### src/rtl/tpu_pkg.sv
// Shared types for the TPU host-side instruction path.
package tpu_pkg;

  typedef struct packed {
    logic [7:0]  opcode;
    logic [31:0] length;
    logic [23:0] buffer_addr;
    logic [15:0] acc_addr;
  } instr_type;

  localparam instr_type INIT_INSTR = '0;

  // Opcode that makes the issuer wait for the core's synchronize report
  localparam logic [7:0] SYNCHRONIZE_OPCODE = 8'hFF;

  typedef enum logic {
    ST_IDLE      = 1'b0,
    ST_WAIT_SYNC = 1'b1
  } issuer_state_t;

endpackage

### src/rtl/tpu_instr_fifo.sv
// Synchronous FIFO of instructions: registered storage, combinational head.
module tpu_instr_fifo
  import tpu_pkg::*;
#(
  parameter int DEPTH = 32,
  localparam int AW = $clog2(DEPTH)
) (
  input  logic       clk,
  input  logic       rst,
  input  logic       push,
  input  instr_type  wdata,
  input  logic       pop,
  output instr_type  rdata,
  output logic       empty,
  output logic       full,
  output logic [AW:0] count
);

  instr_type   mem_q [DEPTH];
  logic [AW-1:0] wr_ptr_q, wr_ptr_d;
  logic [AW-1:0] rd_ptr_q, rd_ptr_d;
  logic [AW:0]   count_q, count_d;
  logic          do_push, do_pop;

  assign empty   = (count_q == '0);
  assign full    = (count_q == (AW+1)'(DEPTH));
  assign count   = count_q;
  assign rdata   = mem_q[rd_ptr_q];
  // A full FIFO never accepts, even if it pops on the same edge
  assign do_push = push && !full;
  assign do_pop  = pop && !empty;

  // Pointer and occupancy next-state; pointers wrap naturally (power-of-two depth)
  always_comb begin
    wr_ptr_d = wr_ptr_q;
    rd_ptr_d = rd_ptr_q;
    count_d  = count_q;
    if (do_push) wr_ptr_d = wr_ptr_q + AW'(1);
    if (do_pop)  rd_ptr_d = rd_ptr_q + AW'(1);
    case ({do_push, do_pop})
      2'b10:   count_d = count_q + (AW+1)'(1);
      2'b01:   count_d = count_q - (AW+1)'(1);
      default: count_d = count_q;
    endcase
  end

  // Pointer/count registers
  always_ff @(posedge clk) begin
    if (rst) begin
      wr_ptr_q <= '0;
      rd_ptr_q <= '0;
      count_q  <= '0;
    end else begin
      wr_ptr_q <= wr_ptr_d;
      rd_ptr_q <= rd_ptr_d;
      count_q  <= count_d;
    end
  end

  // Storage write; contents are don't-care until pushed
  always_ff @(posedge clk) begin
    if (do_push) mem_q[wr_ptr_q] <= wdata;
  end

endmodule

### src/rtl/tpu_instr_issuer.sv
// Host-side issuer: buffers host instructions and feeds tpu_core one per
// cycle while it is idle, stalling after a synchronize until the core reports it.
module tpu_instr_issuer
  import tpu_pkg::*;
#(
  parameter int         FIFO_DEPTH  = 32,
  parameter logic [7:0] SYNC_OPCODE = SYNCHRONIZE_OPCODE
) (
  input  logic                        clk,
  input  logic                        rst,
  input  logic                        enable,
  input  instr_type                   host_instr,
  input  logic                        host_valid,
  output logic                        host_ready,
  output instr_type                   core_instr_port,
  output logic                        core_instr_enable,
  input  logic                        core_busy,
  input  logic                        core_synchronize,
  output logic [$clog2(FIFO_DEPTH):0] fifo_count,
  output logic                        sync_pending,
  output logic                        sync_done,
  output logic                        drop_error
);

  issuer_state_t state_q, state_d;
  instr_type     port_q, port_d;
  logic          en_q, en_d;
  logic          done_q, done_d;
  logic          drop_q, drop_d;
  logic          pop, empty, full;
  instr_type     head;

  tpu_instr_fifo #(.DEPTH(FIFO_DEPTH)) u_fifo (
    .clk   (clk),
    .rst   (rst),
    .push  (host_valid),
    .wdata (host_instr),
    .pop   (pop),
    .rdata (head),
    .empty (empty),
    .full  (full),
    .count (fifo_count)
  );

  assign host_ready        = !full;
  assign core_instr_port   = port_q;
  assign core_instr_enable = en_q;
  assign sync_pending      = (state_q == ST_WAIT_SYNC);
  assign sync_done         = done_q;
  assign drop_error        = drop_q;

  // Issue decision, sync stall FSM and sticky drop flag
  always_comb begin
    state_d = state_q;
    port_d  = port_q;
    en_d    = 1'b0;
    done_d  = 1'b0;
    pop     = 1'b0;
    drop_d  = drop_q | (host_valid & full);
    case (state_q)
      ST_IDLE: begin
        if (enable && !core_busy && !empty) begin
          pop    = 1'b1;
          en_d   = 1'b1;
          port_d = head;
          if (head.opcode == SYNC_OPCODE) state_d = ST_WAIT_SYNC;
        end
      end
      ST_WAIT_SYNC: begin
        // Completes regardless of enable
        if (core_synchronize) begin
          state_d = ST_IDLE;
          done_d  = 1'b1;
        end
      end
      default: state_d = ST_IDLE;
    endcase
  end

  // State and output registers
  always_ff @(posedge clk) begin
    if (rst) begin
      state_q <= ST_IDLE;
      port_q  <= INIT_INSTR;
      en_q    <= 1'b0;
      done_q  <= 1'b0;
      drop_q  <= 1'b0;
    end else begin
      state_q <= state_d;
      port_q  <= port_d;
      en_q    <= en_d;
      done_q  <= done_d;
      drop_q  <= drop_d;
    end
  end

endmodule

### config.mk
export PLATFORM = sky130hd
export DESIGN_NAME = tpu_instr_issuer
export DESIGN_NICKNAME = d
export VERILOG_FILES = /design/src/rtl/tpu_pkg.sv /design/src/rtl/tpu_instr_fifo.sv /design/src/rtl/tpu_instr_issuer.sv
export SDC_FILE = /design/constraint.sdc
export NUM_CORES = 2
export LEC_CHECK = 0
export CAP_MARGIN = 20
export CORE_MARGIN = 3
export CORE_UTILIZATION = 60
export CTS_CLUSTER_DIAMETER = 100
export DETAILED_ROUTE_END_ITERATION = 10
export DONT_BUFFER_PORTS = 1
export PLACE_DENSITY_LB_ADDON = 0.25
export SLEW_MARGIN = 20
export SYNTH_ARGS = -nofsm -noshare
export SYNTH_HDL_FRONTEND = slang
export SYNTH_HIERARCHICAL = 1
export SYNTH_SLANG_ARGS = --single-unit
### constraint.sdc
create_clock -name clk -period 7.3 [get_ports clk]
set_input_delay 0.73 -clock clk [delete_from_list [all_inputs] [get_ports clk]]
set_output_delay 0.73 -clock clk [all_outputs]
set_load 0.02 [all_outputs]
==> out/qor.csv <==
metric,value,unit
status,"finished, final reports clean",
CP max FO,46,
GRT overflow,0,
setup TNS,0,ps
Final #Nets,5181,
Layout Skew,53.5,ps
Port Buffers,0,
vias per inst,6.86,
post-CTS sizing,0,
"FFs w/ async S/R, synth",0,
placed cells,6903,
distinct cell type count after synthesis,60,
CTS tree,built,
"Seq/Total Area, Yosys",0.783,
WS Path Type,reg -> reg,
Post-Syn Instances,4884,
H-tree levels,5,
DR pass1 iterations,6,
Yosys Warn Count,6,
Avg WL per Cell,34.6,µm
DRC,0,
multi-input logic area,20600,µm²
Non-Filler Instances,7495,
"CTS clk-pin slew, worst paths",60,ps
Final ANT Viol Nets,0,
clock buffer depth,4,
final setup fails,0,
FILL cells,10035,
fin. max-slew vios,0,
Via Count,51380,
# IOs,177,
synthesized area per cell,20.6,µm²
Final Worst Setup Slack,2330,ps
VDD IR-drop max,263,µV
P&R area growth vs syn,12.4,%
post-DP HPWL,124000,µm
endpoint arrival time on the critical path,5790,ps
period utilization,0.681,
die height,416,µm
Die W,416,µm
register area,79000,µm²
hold path startpoint,host_valid,
Total GRT Usage,0.300,
Crit. Startpoint,u_fifo/count[2],
startpoint class of the critical path,flop,
minimum clock period,4970,ps
final wirelength,259000,µm
antenna violations before repair,18,
clock buffer count from CTS,283,
Initial Util,0.608,
RSZ-0062 raised after global routing,no,
"EDFF count, synth",2560,
layout cells sized above 1,0.192,
Post-synth top flop,edfxtp_1,
reg-to-reg startpoint,u_fifo/count[2],
DRT iter0 DRCs,7191,
Post-Route M1 WL,93700,µm
Clock Sink Count,2665,
Core Rows,149,
met2 wire len,128000,µm
first-pass GRT wire length,370000,µm
placer congestion estimate,0.800,
slew margin rel.,0.214,
Root Driver,clkbuf_16,
DIE AREA,173000,µm²
Overall Power,32.2,mW
DP Worst Slack,2480,ps
max_cap viols,0,
syn_nets,4978,
top layer in use,met5,
number of global-route vias before repair,51258,
Hold Path Class,in -> reg,
Core Box Area,166000,µm²
leakage power,33.9,nW
largest net degree at the start of global routing,140,
Pwr Density,284,nW/µm²
Setup crit end kind,flop,
Synth Register Bits,2665,
latest clock arrival within the worst-skew pair,930,ps
worst-margin pin slew,1180,ps
CP required,8120,ps
final hold violations,0,
Mapped Area,101000,µm²
DR WL met3,27300,µm
fmax,201,MHz
-- synth_stat cells, types with 2 or more instances --
cell	n	area, µm²
clkbuf_4	3	22.5
nand4_1	57	357
edfxtp_1	2560	76900
nor3_1	25	125
nor2_1	62	233
nand3b_1	6	45.0
ha_1	8	100
nand2_1	180	676
xnor2_1	4	35.0
a22oi_1	305	2290
buf_4	26	195
mux2i_1	435	4350
o22ai_1	108	676
mux2_2	6	67.6
a21oi_1	90	450
buf_1	12	45.0
buf_6	20	225
o21ai_0	2	10.0
o221ai_1	4	35.0
xor2_1	8	70.1
o21a_1	4	30.0
dfxtp_1	105	2100
or3b_2	5	43.8
a31oi_1	9	56.3
or2_2	19	119
nand3_1	105	526
inv_1	11	41.3
nand2b_1	6	37.5
nor3b_1	5	37.5
nor4_1	8	50.1
clkbuf_1	87	327
and2_1	4	25.0
buf_2	131	656
a2bb2oi_1	4	35.0
nor2b_1	9	56.3
mux4_2	422	9500
or3_1	6	37.5
-- worst paths after layout --
kind / end / slack (ps) / depth (start not counted)
worst max-delay path: u_fifo/count[4] / 2330 / 13
worst min-delay path: u_fifo/wr_ptr_q[3] / 100 / 3
worst max register to register: u_fifo/count[4] / 2330 / 13
worst min register to register: u_fifo/rd_ptr_q[4] / 560 / 2
-- through the flow --
step / hold WS (ps) / instance area, µm² / util
CTS: 19.7 / 113000 / 0.683
finish: 103 / 113000 / 0.683
global route: 71.9 / 113000 / 0.683
floorplan: 490 / 101000 / -
detailed placement: 553 / 103000 / 0.624
global placement: 546 / 103000 / 0.623
-- report_power, final --
part           internal [mW]  total, mW  switching (mW)  leakage [nW]
clock                   8.28       13.9            5.65          4.38
combinational          0.408       1.18           0.770          5.58
sequential              16.9       17.0           0.149          23.9
-- state kept, by name (all words and copies together) (netlist names), named ones only --
signal / count
core_instr_enable: 1
core_instr_port: 80
drop_error: 1
sync_done: 1
sync_pending: 1
u_fifo/count: 6
u_fifo/mem_q: 2560
u_fifo/rd_ptr_q: 5
u_fifo/wr_ptr_q: 5
-- critical path: stages (launching register included) --
cell and delay (ps):
dfxtp_1 670, or4_4 310, nor3_1 70, or4b_4 950, inv_4 730, o31ai_4 200, inv_1 130, ha_1 470
xor2_1 200, ha_1 170, a21oi_1 70, nand4bb_1 240, a31oi_1 260, mux2_2 360
-- layout by cell type, fill, tap and decap left out, types with 8 or more instances in the layout --
cell and n:
clkbuf_16 289, mux4_2 422, clkinv_1 38, dfxtp_1 102, buf_12 20, or2_2 19
nor2_1 26, o22ai_1 108, clkbuf_1 67, ha_1 8, edfxtp_1 2560, nand4_1 57
dlygate4sd3_1 70, buf_4 87, nand2_1 180, bufinv_16 22, nor3_1 24, nor4_1 8
inv_1 11, clkinv_2 36, nor2_4 36, xor2_1 8, a22oi_1 305, clkbuf_8 25
nand3_1 105, a31oi_1 9, mux2i_1 435, diode_2 12, a21oi_1 90, buf_2 13
-- routing by layer --
metal	track usage	vias up
met5	0	-
met4	0.113	6
met3	0.0665	568
met2	0.484	3291
met1	0.408	26776
li1	-	20739
-- logic make-up (layout without fill, tap and decap cells) --
| logic type | after synthesis | count (layout) | synth area share |
|---|---|---|---|
| AO/OA/AOI/OAI | 537 | 537 | 0.0368 |
| XOR/XNOR | 12 | 12 | 0.00104 |
| adder cells (fa/ha/maj) | 8 | 8 | 0.000993 |
| buffers and inverters | 292 | 702 | 0.0151 |
| flip-flops | 2665 | 2665 | 0.783 |
| multiplexers | 863 | 863 | 0.138 |
| other | 0 | 12 | 0 |
| AND/OR/NAND/NOR | 507 | 507 | 0.0244 |
-- area by class of cell --
type / count / area share
diodes: 12 / 0.000265
clock buffers: 381 / 0.0691
clock inverters: 111 / 0.0100
inverters: 13 / 0.000453
multi-input cells: 1927 / 0.182
flip-flops and latches: 2665 / 0.697
well taps: 2189 / 0.0242
repair buffers: 197 / 0.0173
-- timing repair --
item / CTS / global route
endpoints found under the hold margin: 2664 / 0
hold buffers: 84 / 0
buffers inserted: 0 / 0
Note: power is estimated with default switching activity, not from simulation.
